File: config.mk
export PLATFORM = sky130hd
export DESIGN_NAME = mul_seq
export DESIGN_NICKNAME = d
export VERILOG_FILES = /design/src/rtl/ALU_def.sv /design/src/rtl/mul_seq.sv
export SDC_FILE = /design/constraint.sdc
export NUM_CORES = 1
export LEC_CHECK = 0
export CAP_MARGIN = 20
export CORE_MARGIN = 2
export CORE_UTILIZATION = 47
export CTS_CLUSTER_DIAMETER = 40
export DETAILED_ROUTE_END_ITERATION = 10
export PLACE_DENSITY = 0.86
export SYNTH_ARGS = -nofsm -noshare
export SYNTH_HDL_FRONTEND = slang
export SYNTH_SLANG_ARGS = --single-unit
File: constraint.sdc
create_clock -name clk -period 2.1 [get_ports clk]
set_input_delay 0.42 -clock clk [delete_from_list [all_inputs] [get_ports clk]]
set_output_delay 0.42 -clock clk [all_outputs]
set_load 0.01 [all_outputs]
File: src/rtl/ALU_def.sv
// ALU_def -- shared definitions for the datapath ALU and its clients.
//   ALU_CTRL  : operation select driven to the shared ALU.
//   MUL_STATE : state encoding of the sequential multiplier mul_seq.
//   MUL_W     : operand width handled by mul_seq.
//   LAST_SHIFT: shift-counter value of the final (eighth) shift.
package ALU_def;

    typedef enum logic [1:0] {
        ALU_ADD = 2'd0,
        ALU_SUB = 2'd1,
        ALU_AND = 2'd2,
        ALU_OR  = 2'd3
    } ALU_CTRL;

    typedef enum logic [1:0] {
        IDLE  = 2'd0,
        ADD   = 2'd1,
        SHIFT = 2'd2,
        DONE  = 2'd3
    } MUL_STATE;

    localparam int unsigned MUL_W      = 8;
    localparam logic [3:0]  LAST_SHIFT = 4'd7;

endpackage

File: src/rtl/mul_seq.sv
// mul_seq -- 8x8 unsigned shift-and-add multiplier that borrows the shared
// datapath ALU for its additions (one ADD per set multiplier bit, one SHIFT
// per multiplier bit).
//
// Ports
//   clk, rst_n         : clock, asynchronous active-low reset
//   start, op_a, op_b  : multiply request; operands captured on acceptance
//   busy               : high in ADD and SHIFT
//   done               : one-cycle pulse when prod is valid
//   prod               : registered product, held until the next accepted start
//   alu_req / alu_gnt  : request / grant to the shared-ALU arbiter
//   alu_ctrl, alu_a, alu_b, alu_cin : operation and operands to the ALU
//   alu_out, alu_cout  : ALU result
module mul_seq
    import ALU_def::*;
#(
    parameter bit ZERO_SKIP = 1'b0
) (
    input  logic              clk,
    input  logic              rst_n,
    input  logic              start,
    input  logic [MUL_W-1:0]  op_a,
    input  logic [MUL_W-1:0]  op_b,
    output logic              busy,
    output logic              done,
    output logic [2*MUL_W-1:0] prod,
    output logic              alu_req,
    input  logic              alu_gnt,
    output ALU_CTRL           alu_ctrl,
    output logic [MUL_W-1:0]  alu_a,
    output logic [MUL_W-1:0]  alu_b,
    output logic              alu_cin,
    input  logic [MUL_W-1:0]  alu_out,
    input  logic              alu_cout
);

    MUL_STATE                 state_q, state_d;
    logic [MUL_W-1:0]         hi_q, hi_d;
    logic [MUL_W-1:0]         lo_q, lo_d;
    logic [MUL_W-1:0]         mcand_q, mcand_d;
    logic                     carry_q, carry_d;
    logic [3:0]               cnt_q, cnt_d;
    logic [2*MUL_W-1:0]       prod_q, prod_d;

    // {carry,hi,lo} shifted right by one, zero filled from the top.
    logic [2*MUL_W:0]         shifted;

    // State and datapath registers
    always_ff @(posedge clk or negedge rst_n) begin
        if (!rst_n) begin
            state_q <= IDLE;
            hi_q    <= '0;
            lo_q    <= '0;
            mcand_q <= '0;
            carry_q <= 1'b0;
            cnt_q   <= '0;
            prod_q  <= '0;
        end else begin
            state_q <= state_d;
            hi_q    <= hi_d;
            lo_q    <= lo_d;
            mcand_q <= mcand_d;
            carry_q <= carry_d;
            cnt_q   <= cnt_d;
            prod_q  <= prod_d;
        end
    end

    // Next-state and datapath update
    always_comb begin
        state_d = state_q;
        hi_d    = hi_q;
        lo_d    = lo_q;
        mcand_d = mcand_q;
        carry_d = carry_q;
        cnt_d   = cnt_q;
        prod_d  = prod_q;
        shifted = {1'b0, carry_q, hi_q, lo_q[MUL_W-1:1]};

        case (state_q)
            IDLE, DONE: begin
                state_d = IDLE;
                // start is only honoured here; in ADD/SHIFT it is ignored.
                if (start) begin
                    hi_d    = '0;
                    lo_d    = op_b;
                    mcand_d = op_a;
                    carry_d = 1'b0;
                    cnt_d   = '0;
                    if (ZERO_SKIP && ((op_a == '0) || (op_b == '0))) begin
                        prod_d  = '0;
                        state_d = DONE;
                    end else if (op_b[0]) begin
                        state_d = ADD;
                    end else begin
                        state_d = SHIFT;
                    end
                end
            end
            ADD: begin
                // Without a grant the ALU result is not ours: hold and retry.
                // ADD is only entered with lo[0]=1; the guard keeps the
                // accumulate tied to the multiplier bit it represents.
                if (alu_gnt) begin
                    if (lo_q[0]) begin
                        hi_d    = alu_out;
                        carry_d = alu_cout;
                    end
                    state_d = SHIFT;
                end
            end
            SHIFT: begin
                {carry_d, hi_d, lo_d} = shifted;
                cnt_d = cnt_q + 4'd1;
                if (cnt_q == LAST_SHIFT) begin
                    prod_d  = shifted[2*MUL_W-1:0];
                    state_d = DONE;
                end else if (shifted[0]) begin
                    state_d = ADD;
                end else begin
                    state_d = SHIFT;
                end
            end
            default: state_d = IDLE;
        endcase
    end

    // Outputs decoded from the current state
    always_comb begin
        busy     = (state_q == ADD) || (state_q == SHIFT);
        done     = (state_q == DONE);
        alu_req  = (state_q == ADD);
        alu_ctrl = ALU_ADD;
        alu_cin  = 1'b0;
        alu_a    = '0;
        alu_b    = '0;
        if (state_q == ADD) begin
            alu_a = hi_q;
            alu_b = mcand_q;
        end
    end

    assign prod = prod_q;

endmodule

==> out/metrics.yaml, run 1 <==
floorplan:
  fp-row-count: 25
  start_util_pct: 48.5
  die_x_um: 73.6
  design.die.area_mm2: 0.00541
  io_pins: 67
  fp.dieH_um: 73.6
  core_area_mm2: 0.00469
logic_synthesis:
  synth_most_common_cell: "dfrtp_1"
  synthFlopType: "dfrtp_1"
  yosysTopAreaCell: "dfrtp_1"
  synth_area_leaders: "dfrtp_1 52%, mux2_4 6.6%, mux2_2 6.4%"
  synth_warnings: 0
  synth_cell_types: 39
  synthCells: 193
  ys_seq_area_share_pct: 51.7
  avgSynthCellArea_um2: 11.8
  async_reset_ff_share_pct: 100
  netlist_area_mm2: 0.00227
  ys_ff_latch: 47
  synthTopCellsByCount: "47 x dfrtp_1, 16 x and2_1, 16 x o22ai_1"
  synth_edf_count: 0
  synth_top_area_share_pct: 51.7
setup_path:
  crit_arrival_ps: 1630
  slowest_delay_ps: 440
  crit_path_max_fanout: 11
  cpMaxStageDelayCell: "dfrtp_1"
  cp-end-kind: "output pin"
  worstSetupPathType: "register to output pin"
  crit_required_ps: 1680
  start_kind: "register"
  worstPathCellList: "ha_4, bufbuf_16, and2_1, dlygate4sd2_1"
detailed_routing:
  drc_errors: 0
  ant_nets: 0
  dr.pass1.iters: 4
  wl_mm: 5.32
  wire_per_inst_um: 16.9
  viasPerCell: 5.56
  num_vias: 1746
  initialDrtViolationCount: 114
timing:
  fin_crit_sh_pct: 97.8
  setup_violations: 0
  setup_slack_ps: 46.1
  fin_crit_ps: 2050
  rsz0062_at_grt: "no"
  max_freq_ghz: 0.487
  finalSetupTns_ps: 0
  slew_violations: 0
  skew_ps: 6.81
  hold_viol: 0
  worst_slew_pin_slew_ps: 526
  slew_headroom_pct: 64.9
place:
  dp_slack_ps: 183
  dp_cells: 304
  routabilityCongestion: 0.762
  dp_hpwl_mm: 3.66
  io_buffers: 63
global_routing:
  grt_overflow: 0
  grt_pass1_vias: 1750
  grt_max_degree: 31
  antenna_found_initial: 0
  grt.total_usage_pct: 20.4
  grt_pass1_wl_mm: 8.49
cells_and_area:
  fin_cells: 314
  fin_nets: 293
  fillers: 360
  syn_to_final_growth_pct: 35.2
  regArea_mm2: 0.00118
  multi_input_area_um2: 995
  antenna_cells: 0
  drive_gt1_share_pct: 18.8
  fin_util_pct: 65.5
status:
  status: "finished clean"
worst_hold_path:
  min_path_type: "input port to async pin"
clock_network:
  cts-root-buf: "clkbuf_8"
  clk_pin_slew_ps: 80
  tritoncts: "yes"
  cts_hold_buf: 0
  clk_latency_ps: 300
  clockBufferDepth: 2
  cts.sinks: 47
  numCtsBuffers: 5
  htreeDepth: 2
flow_run:
  maxCapViolations: 0
power:
  totalPowerFinal_uw: 3550
  leakagePower_uw: 0.00144
  ir_drop_uv: 596
  powerDensity_mw_per_mm2: 1150
-- state kept, by name (all words and copies together) (netlist names) --
signal	count
lo_q	8
mcand_q	8
hi_q	8
cnt_q	4
carry_q	1
prod	16
state_q	2
-- layout make-up --
type	instances	area share [%]
Clock buffer	6	2.36
Clock inverter	1	0.977
Inverter	5	0.611
Multi-Input combinational cell	130	32.4
Sequential cell	47	38.3
Tap cell	54	2.20
Timing Repair Buffer	71	23.2
-- per-layer routing --
layer	up-vias	GRT usage, %	part of all wire (%)
met3	8	4.53	4.3
met5	-	0	0
met4	0	6.06	1.5
met1	877	26.6	43
li1	809	-	-
met2	52	34.2	51
-- metrics by stage --
stage          hold WS [ps]  area [um2]
3_3_place_gp            386        2930
5_1_grt                78.6        3070
6_report               60.0        3070
3_5_place_dp            389        2930
2_1_floorplan           124        2280
4_1_cts                70.6        3070
-- critical path, delay by kind of cell (launching register included) --
family | cells | cell delay (ps)
fa+ha+maj | 1 | 200
buf+inv | 2 | 560
flops | 1 | 440
simple gates | 1 | 140
-- path summary, 6_finish.rpt --
path / from / end / slack (ps) / depth (start not counted)
worst max-delay path: state_q[0] / alu_a[6] / 50 / 4
worst min-delay path: rst_n / hi_q[1] / 60 / 1
worst max register to register: state_q[1] / hi_q[7] / 120 / 6
worst min register to register: mcand_q[6] / mcand_q[6] / 500 / 1
max in group asynchronous: rst_n / prod[13] / 1530 / 2
min in group clk: mcand_q[6] / mcand_q[6] / 500 / 1
-- placed cells by master, fill, tap and decap left out, drive strengths merged, types with 2 or more instances in the layout --
master,synthesis,routed
dfrtp,47,47
clkdlybuf4s50,0,44
mux2,24,24
dlygate4sd2,0,17
a21oi,17,17
and2,16,16
o22ai,16,16
nor2,12,12
a22oi,8,8
buf,10,8
o21ai,7,7
nand2,7,7
clkbuf,3,6
inv,5,5
ha,4,4
nand3,3,3
conb,1,3
nand2b,2,2
mux2i,2,2
-- repair_timing --
item,CTS,global route
gates cloned,1,0
endpoints found under the setup margin,18,1
gates resized for setup,20,1
buffers inserted,2,0
pin swaps,0,0
-- kinds of logic (layout without fill, tap and decap cells) --
group,Yosys count,count (layout),share of synthesized area (%)
AO/OA/AOI/OAI,53,53,14.8
adder cells (fa/ha/maj),4,4,2.20
buffers and inverters,18,83,5.39
flip-flops,47,47,51.7
multiplexers,26,26,14.4
other,1,3,0.165
AND/OR/NAND/NOR,44,44,11.3
-- power breakdown --
group          internal, uW  leakage (uW)  total [uW]  switching [uW]
registers              1170      0.000598        1400             226
logic                   729      0.000788        1510             784
clock network           349     0.0000513         634             285
(Power assumes the default switching activity.)
==> inputs of run 2 (changes only) <==
- CORE_MARGIN: 2 -> 1.5
==> out/metrics.yaml, run 2 (synthesis gave the netlist of run 1 again) <==
timing:
  slew_headroom_pct: 63.3  # -1.6 points
  skew_ps: 6.17  # -0.639 ps
  setup_slack_ps: 77.1  # +31.0 ps
  finalSetupTns_ps: 0  # unchanged
  fin_crit_ps: 2020  # -31.0 ps
  worst_slew_pin_slew_ps: 550  # +24.1 ps
  max_freq_ghz: 0.494  # +1.5%
  fin_hold_ws_ps: 38.9  # -21.1 ps
  setup_violations: 0  # unchanged
  hold_viol: 0  # unchanged
  rsz0062_at_grt: "no"
  fin_crit_sh_pct: 96.3  # -1.5 points
  slew_violations: 0  # unchanged
clock_network:
  clockBufferDepth: 2  # unchanged
  numCtsBuffers: 5  # unchanged
  cts-root-buf: "clkbuf_8"
  cts_hold_buf: 0  # unchanged
  htreeDepth: 2  # unchanged
  clk_latency_ps: 310  # about the same
  tritoncts: "yes"
  clk_pin_slew_ps: 90  # about the same
  cts.sinks: 47  # unchanged
detailed_routing:
  initialDrtViolationCount: 155  # +36%
  wl_mm: 5.08  # -4.6%
  dr.pass1.iters: 6  # +2
  viasPerCell: 5.49  # -1.3%
  ant_nets: 0  # unchanged
  wire_per_inst_um: 16.2  # -4.6%
  num_vias: 1723  # -1.3%
  drc_errors: 0  # unchanged
setup_path:
  slowest_delay_ps: 390  # -50 ps
  worstSetupPathType: "register to output pin"
  ff2ff_path_depth: 6  # unchanged
  crit_arrival_ps: 1600  # -30 ps
  r2r_start: "state_q[1]"
  cpMaxStageDelayCell: "dfrtp_1"
  start_kind: "register"
  critical_path.startpoint: "state_q[1]"
  crit_required_ps: 1680  # about the same
  r2r_slack_ps: 180  # +60 ps
  rr_endpoint: "hi_q[6]"
  critPathTopFamily: "buffers and inverters"
  worstSetupEndpoint: "alu_b[5]"
  cp-end-kind: "output pin"
  path_depth: 5  # +1
  cp.buffers_inverters: 3  # +1
  worstPathCellList: "inv_1, ha_4, bufbuf_16, and2_1, clkdlybuf4s15_1"
  crit_path_max_fanout: 11  # unchanged
place:
  io_buffers: 63  # unchanged
  dp_slack_ps: 170  # -12.7 ps
  dp_hpwl_mm: 3.54  # -3.5%
  place_area_mm2: 0.00293  # -0.26%
  routabilityCongestion: 0.814  # +6.9%
cells_and_area:
  syn_to_final_growth_pct: 34.9
  largest_reg_flops: 16  # unchanged
  final_cell_mix: "47 x dfrtp_1, 44 x clkdlybuf4s50_1, 16 x and2_1, 16 x o22ai_1, 15 x a21oi_1"
  fin_nets: 292  # -0.34%
  drive_gt1_share_pct: 19.6  # +0.77 points
  final_common_cell: "dfrtp_1"
  antenna_cells: 0  # unchanged
  stdcell_area_mm2: 0.00307  # -0.24%
floorplan:
  design.die.area_mm2: 0.00526  # -2.7%
  io_pins: 67  # unchanged
  start_util_pct: 48.5  # unchanged
  fp.dieH_um: 72.6  # -1.4%
  core_area_mm2: 0.00469  # unchanged
  fp-row-count: 25  # unchanged
  die_x_um: 72.6  # -1.4%
status:
  status: "finished clean"
global_routing:
  grt_overflow: 0  # unchanged
  antenna_found_initial: 0  # unchanged
  grt_max_degree: 31  # unchanged
  grt_pass1_wl_mm: 8.38  # -1.3%
  grt_pass1_vias: 1713  # -2.1%
  grt.total_usage_pct: 21.0  # +0.58 points
power:
  totalPowerFinal_uw: 3480  # -2.0%
  powerDensity_mw_per_mm2: 1130  # -1.7%
  leakagePower_uw: 0.00142  # -1.0%
  ir_drop_uv: 520  # -13%
worst_hold_path:
  min_path_type: "input port to async pin"
flow_run:
  maxCapViolations: 0  # unchanged
-- run 2: worst min-delay path by stage --
stage	endpoint	slack (ps)	depth (start not counted)
global route	state_q[0]	70	1
CTS	state_q[0]	60	1
global placement	state_q[0]	380	1
detailed placement	state_q[0]	390	1
floorplan	carry_q	120	0
finish	state_q[0]	40	1
-- run 2: what timing repair did --
item | in CTS | in global routing
buffers inserted | 2 | 0
cloned | 1 | 0
gates resized for setup | 20 | 5
endpoints found under the setup margin | 18 | 4
-- run 2: per-layer routing --
metal  part of all wire, %  GRT usage (%)  up-vias  routed length [um]
met3                   5.3           4.72        8                 267
met1                    42           27.7      837                2140
met5                     0              0        -                   0
li1                      -              -      811                   -
met2                    51           33.5       67                2590
met4                   1.6           8.60        0                  79
-- run 2: area by class of cell --
type	instances	area, um2
clock inverters	1	7.51
inverters	5	18.8
flip-flops and latches	47	1180
multi-input cells	130	995
fillers	398	1630
well taps	54	67.6
clock buffers	7	96.3
repair buffers	70	706
-- run 2: power by group --
part           switching, uW  internal (uW)
sequential               215           1170
clock                    306            300
combinational            773            711
total                   1290           2180
-- run 2: stage by stage --
step,utilization (%),cells
floorplan,-,195
global placement,62.3,303
detailed placement,62.3,303
CTS,65.4,314
global route,65.4,314
finish,65.4,314
